[config.mk]
export PLATFORM = sky130hd
export DESIGN_NAME = spike_encoder
export DESIGN_NICKNAME = d
export VERILOG_FILES = /design/src/rtl/spike_encoder.sv
export SDC_FILE = /design/constraint.sdc
export NUM_CORES = 1
export LEC_CHECK = 0
export BUFFER_PORTS_ARGS = -buffer_cell sky130_fd_sc_hd__buf_2
export CORE_MARGIN = 1.5
export CORE_UTILIZATION = 60
export DETAILED_ROUTE_END_ITERATION = 7
export PLACE_DENSITY_LB_ADDON = 0.12
export SYNTH_ARGS = -nofsm -noshare
export SYNTH_HDL_FRONTEND = slang
export SYNTH_SLANG_ARGS = --single-unit
[constraint.sdc]
create_clock -name clk -period 4.7 [get_ports clk]
set_clock_uncertainty 0.05 [all_clocks]
set_input_delay 0.94 -clock clk [delete_from_list [all_inputs] [get_ports clk]]
set_output_delay 0.94 -clock clk [all_outputs]
set_load 0.02 [all_outputs]
[src/rtl/spike_encoder.sv]
// spike_encoder: rate-coded spike source; define SPIKE_ENCODER_POISSON_EN for the LFSR encoder
module spike_encoder #(
  parameter int          NUM_INPUTS  = 1,
  parameter int          PIXEL_WIDTH = 8,
  parameter int          NUM_STEPS   = 100,
  parameter logic [15:0] LFSR_SEED   = 16'hACE1
) (
  input  logic                              clk,
  input  logic                              rst,
  input  logic                              start,
  input  logic [NUM_INPUTS*PIXEL_WIDTH-1:0] pixel_in,
  output logic                              busy,
  output logic                              done,
  output logic [NUM_INPUTS-1:0]             spike_out,
  output logic [$clog2(NUM_STEPS+1)-1:0]    step_cnt
);
  localparam int SW = $clog2(NUM_STEPS+1);
  typedef enum logic {IDLE, RUN} state_t;
  state_t state;
  logic [NUM_INPUTS-1:0] spike_nxt;
  logic accept, last;
  assign accept = (state == IDLE) && start;
  assign last   = step_cnt == SW'(NUM_STEPS-1);
  assign busy   = state == RUN;
  for (genvar i = 0; i < NUM_INPUTS; i++) begin : g_ch
    logic [PIXEL_WIDTH-1:0] pix;
`ifdef SPIKE_ENCODER_POISSON_EN
    localparam logic [15:0] SEED = LFSR_SEED ^ 16'(i+1);
    localparam logic [15:0] SEED_NZ = (SEED == 16'h0) ? 16'h1 : SEED;
    logic [15:0] lfsr, lfsr_nxt;
    assign lfsr_nxt     = lfsr[0] ? ((lfsr >> 1) ^ 16'hB400) : (lfsr >> 1);
    assign spike_nxt[i] = lfsr[PIXEL_WIDTH-1:0] < pix;
    // per-channel pixel latch and LFSR, reloaded on accept and stepped every timestep
    always_ff @(posedge clk or posedge rst) begin
      if (rst) begin
        pix  <= '0;
        lfsr <= SEED_NZ;
      end else if (accept) begin
        pix  <= pixel_in[i*PIXEL_WIDTH +: PIXEL_WIDTH];
        lfsr <= SEED_NZ;
      end else if (state == RUN) begin
        lfsr <= lfsr_nxt;
      end
    end
`else
    logic [PIXEL_WIDTH-1:0] acc;
    logic [PIXEL_WIDTH:0]   sum;
    assign sum          = {1'b0, acc} + {1'b0, pix};
    assign spike_nxt[i] = sum[PIXEL_WIDTH];
    // per-channel pixel latch and phase accumulator; the carry out is the spike
    always_ff @(posedge clk or posedge rst) begin
      if (rst) begin
        pix <= '0;
        acc <= '0;
      end else if (accept) begin
        pix <= pixel_in[i*PIXEL_WIDTH +: PIXEL_WIDTH];
        acc <= '0;
      end else if (state == RUN) begin
        acc <= sum[PIXEL_WIDTH-1:0];
      end
    end
`endif
  end
  // run framing: one timestep per clock in RUN, done marks the final timestep
  always_ff @(posedge clk or posedge rst) begin
    if (rst) begin
      state     <= IDLE;
      done      <= 1'b0;
      spike_out <= '0;
      step_cnt  <= '0;
    end else if (state == IDLE) begin
      done      <= 1'b0;
      spike_out <= '0;
      if (start) begin
        state    <= RUN;
        step_cnt <= '0;
      end
    end else begin
      spike_out <= spike_nxt;
      step_cnt  <= step_cnt + SW'(1);
      done      <= last;
      if (last) state <= IDLE;
    end
  end
endmodule
* Yosys cells after proc, flatten, opt, wreduce, memory -nomap -nowiden *
Index checks and enable logic that the tools add are counted.

operators by class
  $add $sub $neg = 2
  $mul = 0
  divide/modulo/power cells = 0
  magnitude comparators = 0
  eq/ne operators = 1
  shift operators = 0
  muxes and demuxes = 9
  bitwise logic cells = 1
  reduce and logical (&&, ||, !) cells = 3

operators by type and width
  cell                                                           number
  8-bit 2-to-1 mux                                               2
  7-bit 2-to-1 mux                                               2
  8-bit by 8-bit adder with 9-bit output                         1
  7-bit by 1-bit adder with 7-bit output, second input constant  1
  7-bit equality test, second input constant                     1
  1-bit 2-to-1 mux                                               5
  2-bit nonzero test                                             2
  1-bit logical AND                                              1
  1-bit NOT                                                      1

word-level totals
  flip-flop bits (word level) = 26
  bits in latches = 0
  RAM bits = 0
  bits in read-only memories = 0
  output and inout bits = 10
  logic and storage cells = 22
  memories kept = 0

* Longest topological paths before layout *
  depth in word-level cells = 3
  depth in mapped cells = 6
  gate-level depth less buffers = 6

* Least setup slack after synthesis *
No wires, ideal clock.

  path kind = flip-flop to flip-flop
  start point = reg g_ch[0].pix[0]
  end point = reg g_ch[0].acc[6]
  arrival = 1591 ps
  required time = 4532 ps
  slack = 2941 ps
  cell stages (with the launch flop) = 7
  cells stage by stage = dfrtp_1 > ha_1 > fa_1 > a21oi_1 > o211ai_1 > xor2_1 > a21o_1

on the way
  cells in the longest elaborated chain, start to end = 3

ends and longest elaborated chain
  element                                 line  text
  from (decl)                             26    logic [PIXEL_WIDTH-1:0] pix;
  from (signal assigned)                  56    pix <= pixel_in[i*PIXEL_WIDTH +: PIXEL_WIDTH];
  8-bit by 8-bit adder with 9-bit output  48    assign sum = {1'b0, acc} + {1'b0, pix};
  8-bit 2-to-1 mux                        58    end else if (state == RUN) begin
  8-bit 2-to-1 mux                        55    end else if (accept) begin
  to (signal assigned)                    59    acc <= sum[PIXEL_WIDTH-1:0];
  to (decl)                               46    logic [PIXEL_WIDTH-1:0] acc;

Every way passes these cells. The select of a mux whose other input is x is not followed.
A chain may end at the register's enable or synchronous reset.

* Worst setup path in the final report *
  start point = reg state, in the netlist busy
  end point = out busy

RTL lines
  element                 line  text
  from (decl)             19    state_t state;
  from (signal assigned)  67    state <= IDLE;
  from (signal assigned)  75    state <= RUN;
  from (signal assigned)  82    if (last) state <= IDLE;
  to (decl)               12    output logic busy,

No word-level cell between the ends.

==> run metrics <==
R2R Path End g_ch[0].acc[6]; Slew Limit Fails 0; Max-cap violations 0; reg2reg path depth 6; hold buffer count at cts 0; die width 51.3 um; core area 2210 um^2; design area 1530 um^2; Worst setup EP type output pin; crit-path max cell delay 0.94 ns; Max clock buf depth 2; dpl cells 190; Overflow after GRT 0; RSZ-0062 raised after global routing no; hold_sp g_ch[0].pix[0]; Tmin final 2.55 ns; Peak VDD IR 0.463 mV; ANT cells 0; fin crit share 54.3%; port buffer count 20; FILL cells 190; Final Hold Fails 0; Slew HR 34.7%; commonest non-fill, non-tap cell in the layout nand2_1; Worst Path Required 3.71 ns; CTS Buf Count 3; async set-or-reset flop fraction in the synthesized netlist 100%; Placed Area 1510 um^2; total power 1.16 mW; hold_ws 0.454 ns; worst hold endpoint g_ch[0].pix[0]; clk sink count 26; post-synthesis mux area share 1.52%; CP Class reg2out; Crit path arrival time 1.56 ns; Place WS 2.53 ns; register area share after synthesis 46.6%; Setup Viol. Count Final 0; Layout Nets 188; Initial DRT Pass Iterations 4; GRT met3 Usage 2.63%; worst-margin pin slew 0.978 ns; met1 GRT Util 26.0%; Starting Density 63.2%; worst path cell trace buf_2; vias after detailed routing 1082; WL/cell 13.3 um; clock power share 8.1%; Overall Global Routing Usage 21.2%; Layout area overhead 9.31%; clock-pin slew of the registers on the worst-case setup and hold paths 0.14 ns; HP Class reg2reg; Ports 21; initial antenna violation count 0; Bufs and invs on worst path 1; dominant synthesized flop cell dfrtp_1; Die Ht 51.3 um; complex-gate fraction of the synthesized area 13.2%; reg2reg start g_ch[0].pix[0]; worst-skew pair later-pin latency 0.32 ns; gr busiest metal met2; Synth Area in Adders 9.49%; first-pass GRT wire length 4.13 mm; post-CTS setup buffer count 0; share of layout cells above drive strength 1 15.8%; Worst setup SP type register; outcome finished, final reports clean; Die ar. 2630 um^2; vias in the first global route 972; Netlist cell types 34; root buf cell clkbuf_4; setup TNS 0 ns; CP max FO 33; Achievable Freq 0.392 GHz; Util after Layout 69.1%; Lkg Pwr 0.766 nW; mean post-synth cell area 9.44 um^2; final setup margin 2.15 ns; Worst R2R Setup Slack 2.78 ns; # rows 17; cell internal pwr 668 uW; H-tree levels 1; Gate Count Post-Synth 148; synth warn 0; # DRC 0; Net Sw Frac 42.5%; Comb power frac 55.3%; pwr dens 760 nW/um^2; final wirelength 2.57 mm; Netlist Area Pre-Place 1400 um^2; largest family of logic cells by synthesized area simple AND/OR/NAND/NOR gates; CP delay by family, top flip-flops; post-detailed-route count of antenna-violating nets 0; Finished Layout Cells 193; Iteration-0 DRC Markers 8; RD Place Congestion 0.768; largest net degree at the start of global routing 34; Synth Register Bits 26; xor/xnor share of the synthesized area 3.13%; met2 usage 37.4%; number of vias per cell 5.61; Sequential Power Share 36.6%; Final HPWL DP 1.84 mm; worst hold stages 2; number of synthesized flops with an enable pin 0; Net Sw Power 493 uW; most frequent cells in the layout 34 x nand2_1, 26 x dfrtp_1, 20 x buf_2, 9 x o21ai_0, 9 x ha_1; CTS tree yes; syn_nets 169; CP max stage cell dfrtp_1; Post-CTS Resized 0; Synth Area in Simple Gates 23.1%
-- cell families (layout without fill, tap and decap cells) --
family / count (synthesis) / count (layout)
flip-flops: 26 / 26
AND/OR/NAND/NOR: 66 / 66
multiplexers: 2 / 2
buffers and inverters: 10 / 27
AO/OA/AOI/OAI: 29 / 29
XOR/XNOR: 5 / 5
adder cells (fa/ha/maj): 10 / 10
-- state kept, by name, summed over array words and instances, names as in the netlist --
register / count
busy: 1
done: 1
g_ch.acc: 8
g_ch.pix: 8
spike_out: 1
step_cnt: 7
-- Yosys cell counts, types with 4 or more instances --
| library cell | instances | area, um^2 |
|---|---|---|
| o21ai_0 | 9 | 45.0 |
| ha_1 | 9 | 113 |
| nand2b_1 | 6 | 37.5 |
| nor2_1 | 4 | 15.0 |
| nor3b_1 | 5 | 37.5 |
| nand3_1 | 7 | 35.0 |
| dfrtp_1 | 26 | 651 |
| nand2_1 | 34 | 128 |
| a21oi_1 | 6 | 30.0 |
| inv_1 | 4 | 15.0 |
-- area by class of cell --
class,count,area [um^2],area share (%)
multi-input combinational,112,704,46.1
sequential,26,651,42.6
tap,28,35.0,2.29
timing repair buffer,20,100,6.55
inverter,4,15.0,0.983
clock buffer,3,22.5,1.47
-- power by group through the flow --
stage / registers (mW) / logic, mW / clock network [mW]
4_1_cts: 0.426 / 0.644 / 0.0935
3_3_place_gp: 0.421 / 0.613 / 0
6_report: 0.425 / 0.642 / 0.0944
5_1_grt: 0.440 / 0.717 / 0.102
3_5_place_dp: 0.431 / 0.638 / 0
2_1_floorplan: 0.449 / 0.481 / 0
-- how the worst max path moves through the flow --
stage              startpoint        endpoint  depth (start not counted)
2_1_floorplan  g_ch[0].pix[0]  g_ch[0].acc[6]                          6
3_3_place_gp             busy            busy                          1
3_5_place_dp             busy            busy                          1
4_1_cts                  busy            busy                          1
5_1_grt                  busy            busy                          1
6_report                 busy            busy                          1
-- routing by layer --
| layer | part of all wire (%) | wire length (um) | vias to the layer above |
|---|---|---|---|
| met2 | 50 | 1290 | 24 |
| met1 | 45 | 1160 | 506 |
| met5 | 0 | 0 | - |
| met4 | 1.8 | 46 | 0 |
| li1 | - | - | 548 |
| met3 | 3.0 | 77 | 4 |
No activity file was read; power rests on OpenSTA's default activity.
